### src/rtl/cbf_out_pkg.sv
// Shared types and constants for the filter result serializer.
package cbf_out_pkg;

  // Word width of the upstream hybrid fixed-point filter output.
  localparam int FILTER_OUT_WIDTH = 14;

  // The serializer word width follows the filter output width by default.
  localparam int DEFAULT_WIDTH = FILTER_OUT_WIDTH;

  // Serializer FSM states.
  typedef enum logic [1:0] {
    IDLE,
    LOAD,
    SHIFT,
    GAP
  } ser_state_t;

endpackage

### src/rtl/result_fifo.sv
// Synchronous result FIFO with wrap-around pointers and a registered head word.
module result_fifo #(
  parameter  int WIDTH = 14,
  parameter  int DEPTH = 8,
  localparam int AW    = $clog2(DEPTH)
) (
  input  logic             clk,
  input  logic             rst,
  input  logic             push,
  input  logic             pop,
  input  logic [WIDTH-1:0] wr_data,
  output logic [WIDTH-1:0] rd_data,
  output logic             full,
  output logic             empty,
  output logic [AW:0]      level
);

  logic [WIDTH-1:0] mem [DEPTH];
  logic [AW:0]      wr_ptr;
  logic [AW:0]      rd_ptr;
  logic             do_push;
  logic             do_pop;
  logic             one_left;
  logic [AW-1:0]    rd_next_idx;

  // The extra pointer bit separates a full FIFO from an empty one.
  assign empty       = (wr_ptr == rd_ptr);
  assign full        = (wr_ptr[AW] != rd_ptr[AW]) && (wr_ptr[AW-1:0] == rd_ptr[AW-1:0]);
  assign level       = wr_ptr - rd_ptr;
  assign do_pop      = pop && !empty;
  assign do_push     = push && (!full || do_pop);
  assign one_left    = (level == (AW+1)'(1));
  assign rd_next_idx = rd_ptr[AW-1:0] + AW'(1);

  // Storage array; written only on an accepted push.
  always_ff @(posedge clk) begin
    if (do_push) mem[wr_ptr[AW-1:0]] <= wr_data;
  end

  // Read and write pointers advance on accepted pops and pushes.
  always_ff @(posedge clk or negedge rst) begin
    if (!rst) begin
      wr_ptr <= '0;
      rd_ptr <= '0;
    end else begin
      if (do_push) wr_ptr <= wr_ptr + (AW+1)'(1);
      if (do_pop)  rd_ptr <= rd_ptr + (AW+1)'(1);
    end
  end

  // Head register always holds the oldest word, bypassing the array when the FIFO is (nearly) empty.
  always_ff @(posedge clk or negedge rst) begin
    if (!rst) begin
      rd_data <= '0;
    end else if (do_pop) begin
      if (one_left) rd_data <= wr_data;
      else          rd_data <= mem[rd_next_idx];
    end else if (do_push && empty) begin
      rd_data <= wr_data;
    end
  end

endmodule

### src/rtl/cbf_result_serializer.sv
// Buffers decimated filter results and streams them off-chip as framed MSB-first serial words.
module cbf_result_serializer
  import cbf_out_pkg::*;
#(
  parameter  int WIDTH      = DEFAULT_WIDTH,
  parameter  int FIFO_DEPTH = 8,
  parameter  int CLK_DIV    = 2,
  localparam int LW         = $clog2(FIFO_DEPTH) + 1
) (
  input  logic             clk,
  input  logic             rst,
  input  logic [WIDTH-1:0] in_data,
  input  logic             in_strobe,
  input  logic             in_valid,
  output logic             sclk,
  output logic             sdata,
  output logic             frame,
  output logic             overflow,
  output logic [LW-1:0]    fifo_level
);

  localparam int            DW       = $clog2(2 * CLK_DIV);
  localparam int            BW       = $clog2(WIDTH);
  localparam logic [DW-1:0] DIV_LAST = DW'(2 * CLK_DIV - 1);
  localparam logic [DW-1:0] DIV_HALF = DW'(CLK_DIV);
  localparam logic [BW-1:0] BIT_LAST = BW'(WIDTH - 1);

  ser_state_t       state;
  logic [WIDTH-2:0] shreg;
  logic [BW-1:0]    bit_cnt;
  logic [DW-1:0]    div_cnt;
  logic [WIDTH-1:0] head_word;
  logic             fifo_full;
  logic             fifo_empty;
  logic             push_req;
  logic             pop_req;
  logic             div_wrap;
  logic             start_word;

  // The head word leaves the FIFO at the end of LOAD, so a strobe in that cycle still fits.
  assign push_req   = in_strobe && in_valid;
  assign pop_req    = (state == LOAD);
  assign div_wrap   = (div_cnt == DIV_LAST);
  assign start_word = !fifo_empty && ((state == IDLE) || ((state == GAP) && div_wrap));

  result_fifo #(
    .WIDTH (WIDTH),
    .DEPTH (FIFO_DEPTH)
  ) u_fifo (
    .clk     (clk),
    .rst     (rst),
    .push    (push_req),
    .pop     (pop_req),
    .wr_data (in_data),
    .rd_data (head_word),
    .full    (fifo_full),
    .empty   (fifo_empty),
    .level   (fifo_level)
  );

  // Serializer FSM; the sdata flop acts as the shift register MSB and all line outputs are registered.
  always_ff @(posedge clk or negedge rst) begin
    if (!rst) begin
      state   <= IDLE;
      shreg   <= '0;
      bit_cnt <= '0;
      div_cnt <= '0;
      frame   <= 1'b0;
      sclk    <= 1'b0;
      sdata   <= 1'b0;
    end else if (start_word) begin
      state   <= LOAD;
      shreg   <= head_word[WIDTH-2:0];
      bit_cnt <= BIT_LAST;
      div_cnt <= '0;
      frame   <= 1'b1;
      sclk    <= 1'b0;
      sdata   <= head_word[WIDTH-1];
    end else begin
      case (state)
        IDLE: state <= IDLE;
        LOAD: begin
          state   <= SHIFT;
          div_cnt <= '0;
        end
        SHIFT: begin
          if (div_wrap) begin
            div_cnt <= '0;
            sclk    <= 1'b0;
            if (bit_cnt == '0) begin
              state <= GAP;
              frame <= 1'b0;
              sdata <= 1'b0;
            end else begin
              sdata   <= shreg[WIDTH-2];
              shreg   <= {shreg[WIDTH-3:0], 1'b0};
              bit_cnt <= bit_cnt - BW'(1);
            end
          end else begin
            div_cnt <= div_cnt + DW'(1);
            sclk    <= ((div_cnt + DW'(1)) >= DIV_HALF);
          end
        end
        GAP: begin
          if (div_wrap) begin
            div_cnt <= '0;
            state   <= IDLE;
          end else begin
            div_cnt <= div_cnt + DW'(1);
          end
        end
        default: state <= IDLE;
      endcase
    end
  end

  // Sticky flag for a sample dropped because the FIFO was full and nothing left it that cycle.
  always_ff @(posedge clk or negedge rst) begin
    if (!rst) overflow <= 1'b0;
    else if (push_req && fifo_full && !pop_req) overflow <= 1'b1;
  end

endmodule

### config.mk
export PLATFORM = sky130hd
export DESIGN_NAME = cbf_result_serializer
export DESIGN_NICKNAME = d
export VERILOG_FILES = /design/src/rtl/cbf_out_pkg.sv /design/src/rtl/result_fifo.sv /design/src/rtl/cbf_result_serializer.sv
export SDC_FILE = /design/constraint.sdc
export NUM_CORES = 1
export LEC_CHECK = 0
export ABC_CLOCK_PERIOD_IN_PS = 4200
export CAP_MARGIN = 20
export CELL_PAD_IN_SITES_DETAIL_PLACEMENT = 1
export CELL_PAD_IN_SITES_GLOBAL_PLACEMENT = 1
export CORE_MARGIN = 3
export CORE_UTILIZATION = 52
export CTS_CLUSTER_DIAMETER = 30
export CTS_CLUSTER_SIZE = 12
export DETAILED_ROUTE_END_ITERATION = 10
export GPL_TIMING_DRIVEN = 1
export HOLD_SLACK_MARGIN = 0.1
export PLACE_DENSITY = 0.77
export SLEW_MARGIN = 20
export SYNTH_ARGS = -nofsm -noshare
export SYNTH_HDL_FRONTEND = slang
export SYNTH_SLANG_ARGS = --single-unit
### constraint.sdc
create_clock -name clk -period 4.2 [get_ports clk]
set_clock_uncertainty 0.2 [all_clocks]
set_input_delay 0.63 -clock clk [delete_from_list [all_inputs] [get_ports clk]]
set_output_delay 0.63 -clock clk [all_outputs]
set_load 0.02 [all_outputs]
==> impl_metrics.json <==
{
  "fp.dieW_um": 119,
  "crit_path_start_kind": "register",
  "ir_drop_uv": 548,
  "clock_latency_ns": 0.44,
  "ioPinCount": 26,
  "maxSlewViolCount": 0,
  "critPathMaxFanout": 8,
  "hold_buffers": 1,
  "synth_nets": 426,
  "crit_path_max_incr_delay_ns": 0.60,
  "worst_slew_pin_slew_ns": 1.01,
  "critPathKind": "reg -> out",
  "antenna_found_initial": 0,
  "synthFlopType": "edfxtp_1",
  "first_pass_iters": 4,
  "hp-class": "reg -> reg",
  "synth-edff-count": 112,
  "setup_viol": 0,
  "wirelength_mm": 14.7,
  "ctsResizeCount": 0,
  "crit_required_ns": 3.37,
  "grt_pass1_vias": 3977,
  "drcViolationCount": 0,
  "dieHeight_um": 119,
  "dp.cells": 585,
  "syn_inst": 396,
  "core-area_mm2": 0.0123,
  "leakagePower_uw": 0.00281,
  "htreeDepth": 4,
  "cts.path.max_buffers": 2,
  "grt_use_total_pct": 22.7,
  "period_needed_ns": 3.51,
  "via_per_inst": 5.88,
  "num_vias": 3634,
  "fin_tns_setup_ns": 0,
  "drive_above_1_share_pct": 24.7,
  "cts_made_buffers": 17,
  "cts_tree": "built",
  "wl_per_cell_um": 23.7,
  "timing.final.ws_setup_ns": 0.689,
  "cap_violations": 0,
  "clk_pin_slew_ns": 0.06,
  "syn_to_final_growth_pct": 15.6,
  "clkSinkCount": 159,
  "start_util_pct": 54.4,
  "critical-path-top-delay-family": "buffers and inverters",
  "status": "complete, no violations",
  "ant_nets": 0,
  "synth.distinct_cells": 45,
  "critPathCaptureType": "output pin",
  "cts_setup_buffers": 0,
  "fin_nets": 467,
  "maxSlewHeadroom_pct": 32.7,
  "root_buffer": "clkbuf_16",
  "ys_seq_area_share_pct": 67.8,
  "die_area_mm2": 0.0143,
  "placementRows": 40,
  "critPathBufInv": 1,
  "syn_avg_cell_area_um2": 16.9,
  "ff2ff_setup_slack_ns": 1.10,
  "rsz0062_at_grt": "false",
  "grt_max_degree": 32,
  "gp_congestion": 0.789,
  "power_density_mw_per_mm2": 785,
  "insertedDiodeCount": 0,
  "clock.fmax_mhz": 285,
  "critPathArrivalTime_ns": 2.68,
  "path_cells": "ha_1, a21o_1, o21ai_0, and2_4, clkdlybuf4s50_1",
  "layout.cells.non_filler": 618,
  "cp_slowest_cell": "clkdlybuf4s50_1",
  "hpwl_mm": 9.24,
  "finalCritPeriodShare_pct": 83.6,
  "numPortBuffers": 25,
  "hold_viol": 0,
  "ys_ff_latch": 159,
  "grt_pass1_wl_mm": 23.5,
  "synth-async-reset-ratio_pct": 29.6,
  "drt-initial-drc-count": 253,
  "gr-total-overflow": 0,
  "netlist_area_mm2": 0.00670,
  "place_ws_ns": 1.12,
  "synth-warning-count": 0
}
-- cells by family after synthesis --
kind of cell | count (synthesis) | synth area share, %
fa+ha+maj | 12 | 2.35
compound gates | 61 | 7.32
mux | 57 | 14.0
xor+xnor | 11 | 1.55
buf+inv | 28 | 1.96
flops | 159 | 67.8
simple gates | 68 | 4.99
-- power breakdown --
group	switching, uW	internal (uW)
Combinational	1280	1200
Sequential	182	1960
Clock	645	819
-- sequential cells by signal, summed over array words and instances (netlist names) --
register        cells
u_fifo.mem        112
u_fifo.rd_data     14
sdata               1
state               2
u_fifo.wr_ptr       4
frame               1
overflow            1
bit_cnt             4
sclk                1
shreg              13
u_fifo.rd_ptr       4
div_cnt             2
-- cell usage in the layout (no fill, tap or decap), types with 2 or more instances in the layout --
master	Yosys	layout
nor3b_1	3	3
a22o_1	15	15
nor3_2	0	2
edfxtp_1	112	112
o21ai_0	19	19
nand2_1	30	30
nand3_1	3	3
dfrtp_1	47	46
mux2_2	15	15
mux2i_1	14	14
nor2_1	14	14
a21oi_1	2	2
mux4_2	28	28
a221o_1	2	2
clkinvlp_4	0	6
clkinv_4	0	2
ha_1	11	11
clkdlybuf4s50_1	0	24
nor3_1	4	2
inv_6	0	3
a21oi_2	2	2
nand2b_1	4	4
clkinv_1	0	2
xor2_1	4	4
clkbuf_16	0	17
inv_1	11	11
buf_4	1	13
a221o_2	12	12
xnor2_1	6	6
a21o_1	3	3
-- cells in the mapped netlist (2+ instances only) --
library cell / number / area (um2)
a21o_1: 3 / 22.5
mux2_2: 15 / 169
clkbuf_1: 6 / 22.5
a221o_1: 2 / 20.0
inv_1: 11 / 41.3
o21ai_0: 19 / 95.1
nor3_1: 4 / 20.0
a21oi_1: 2 / 10.0
a22o_1: 15 / 131
buf_6: 2 / 22.5
a21oi_2: 2 / 17.5
dfrtp_1: 47 / 1180
a221o_2: 12 / 135
nor3b_1: 3 / 22.5
edfxtp_1: 112 / 3360
buf_1: 2 / 7.51
ha_1: 11 / 138
nand2b_1: 4 / 25.0
nand2_1: 30 / 113
xnor2_1: 6 / 52.6
xor2_1: 4 / 35.0
mux4_2: 28 / 631
buf_2: 6 / 30.0
mux2i_1: 14 / 140
nand3_1: 3 / 15.0
nor2_1: 14 / 52.6
-- worst paths after layout --
check,from,endpoint,depth (start not counted)
max,u_fifo.wr_ptr[2],fifo_level[3],5
min,overflow,overflow,1
max reg2reg,u_fifo.wr_ptr[2],u_fifo.rd_data[2],6
min reg2reg,overflow,overflow,1
max in group asynchronous,rst,u_fifo.rd_ptr[0],3
min in group asynchronous,rst,u_fifo.rd_ptr[2],2
-- per-layer routing --
layer	track usage, %	up-vias	part of all wire [%]
li1	-	1634	-
met1	28.6	1918	41
met2	38.9	70	53
met3	5.79	12	4.5
met4	6.87	0	1.3
met5	0	-	0
-- metrics by stage --
step / total power [uW] / utilization, % / hold WS [ns] / cell area, um2
3_5_place_dp: 4670 / 58.2 / 0.259 / 7170
5_1_grt: 6440 / 62.9 / 0.298 / 7740
4_1_cts: 6150 / 62.9 / 0.273 / 7740
2_1_floorplan: 3930 / - / 0.134 / 6700
3_3_place_gp: 4550 / 58.2 / 0.261 / 7170
6_report: 6080 / 62.9 / 0.271 / 7740
-- worst reg2reg max path: stages (launching register included) --
cell and delay, ns:
dfrtp_1 0.50, ha_1 0.41, and3_1 0.26, and4_1 0.66
a21oi_4 0.20, nor3_4 0.55, a221o_2 0.28
-- area by class of cell --
class                   instances  area (um2)
multi-input cells             209        2040
fillers                      1105        4570
repair buffers                 39         353
inverters                      11        41.3
flip-flops and latches        159        4540
clock buffers                  17         425
clock inverters                15         138
well taps                     168         210
Note: power is estimated with default switching activity, not from simulation.
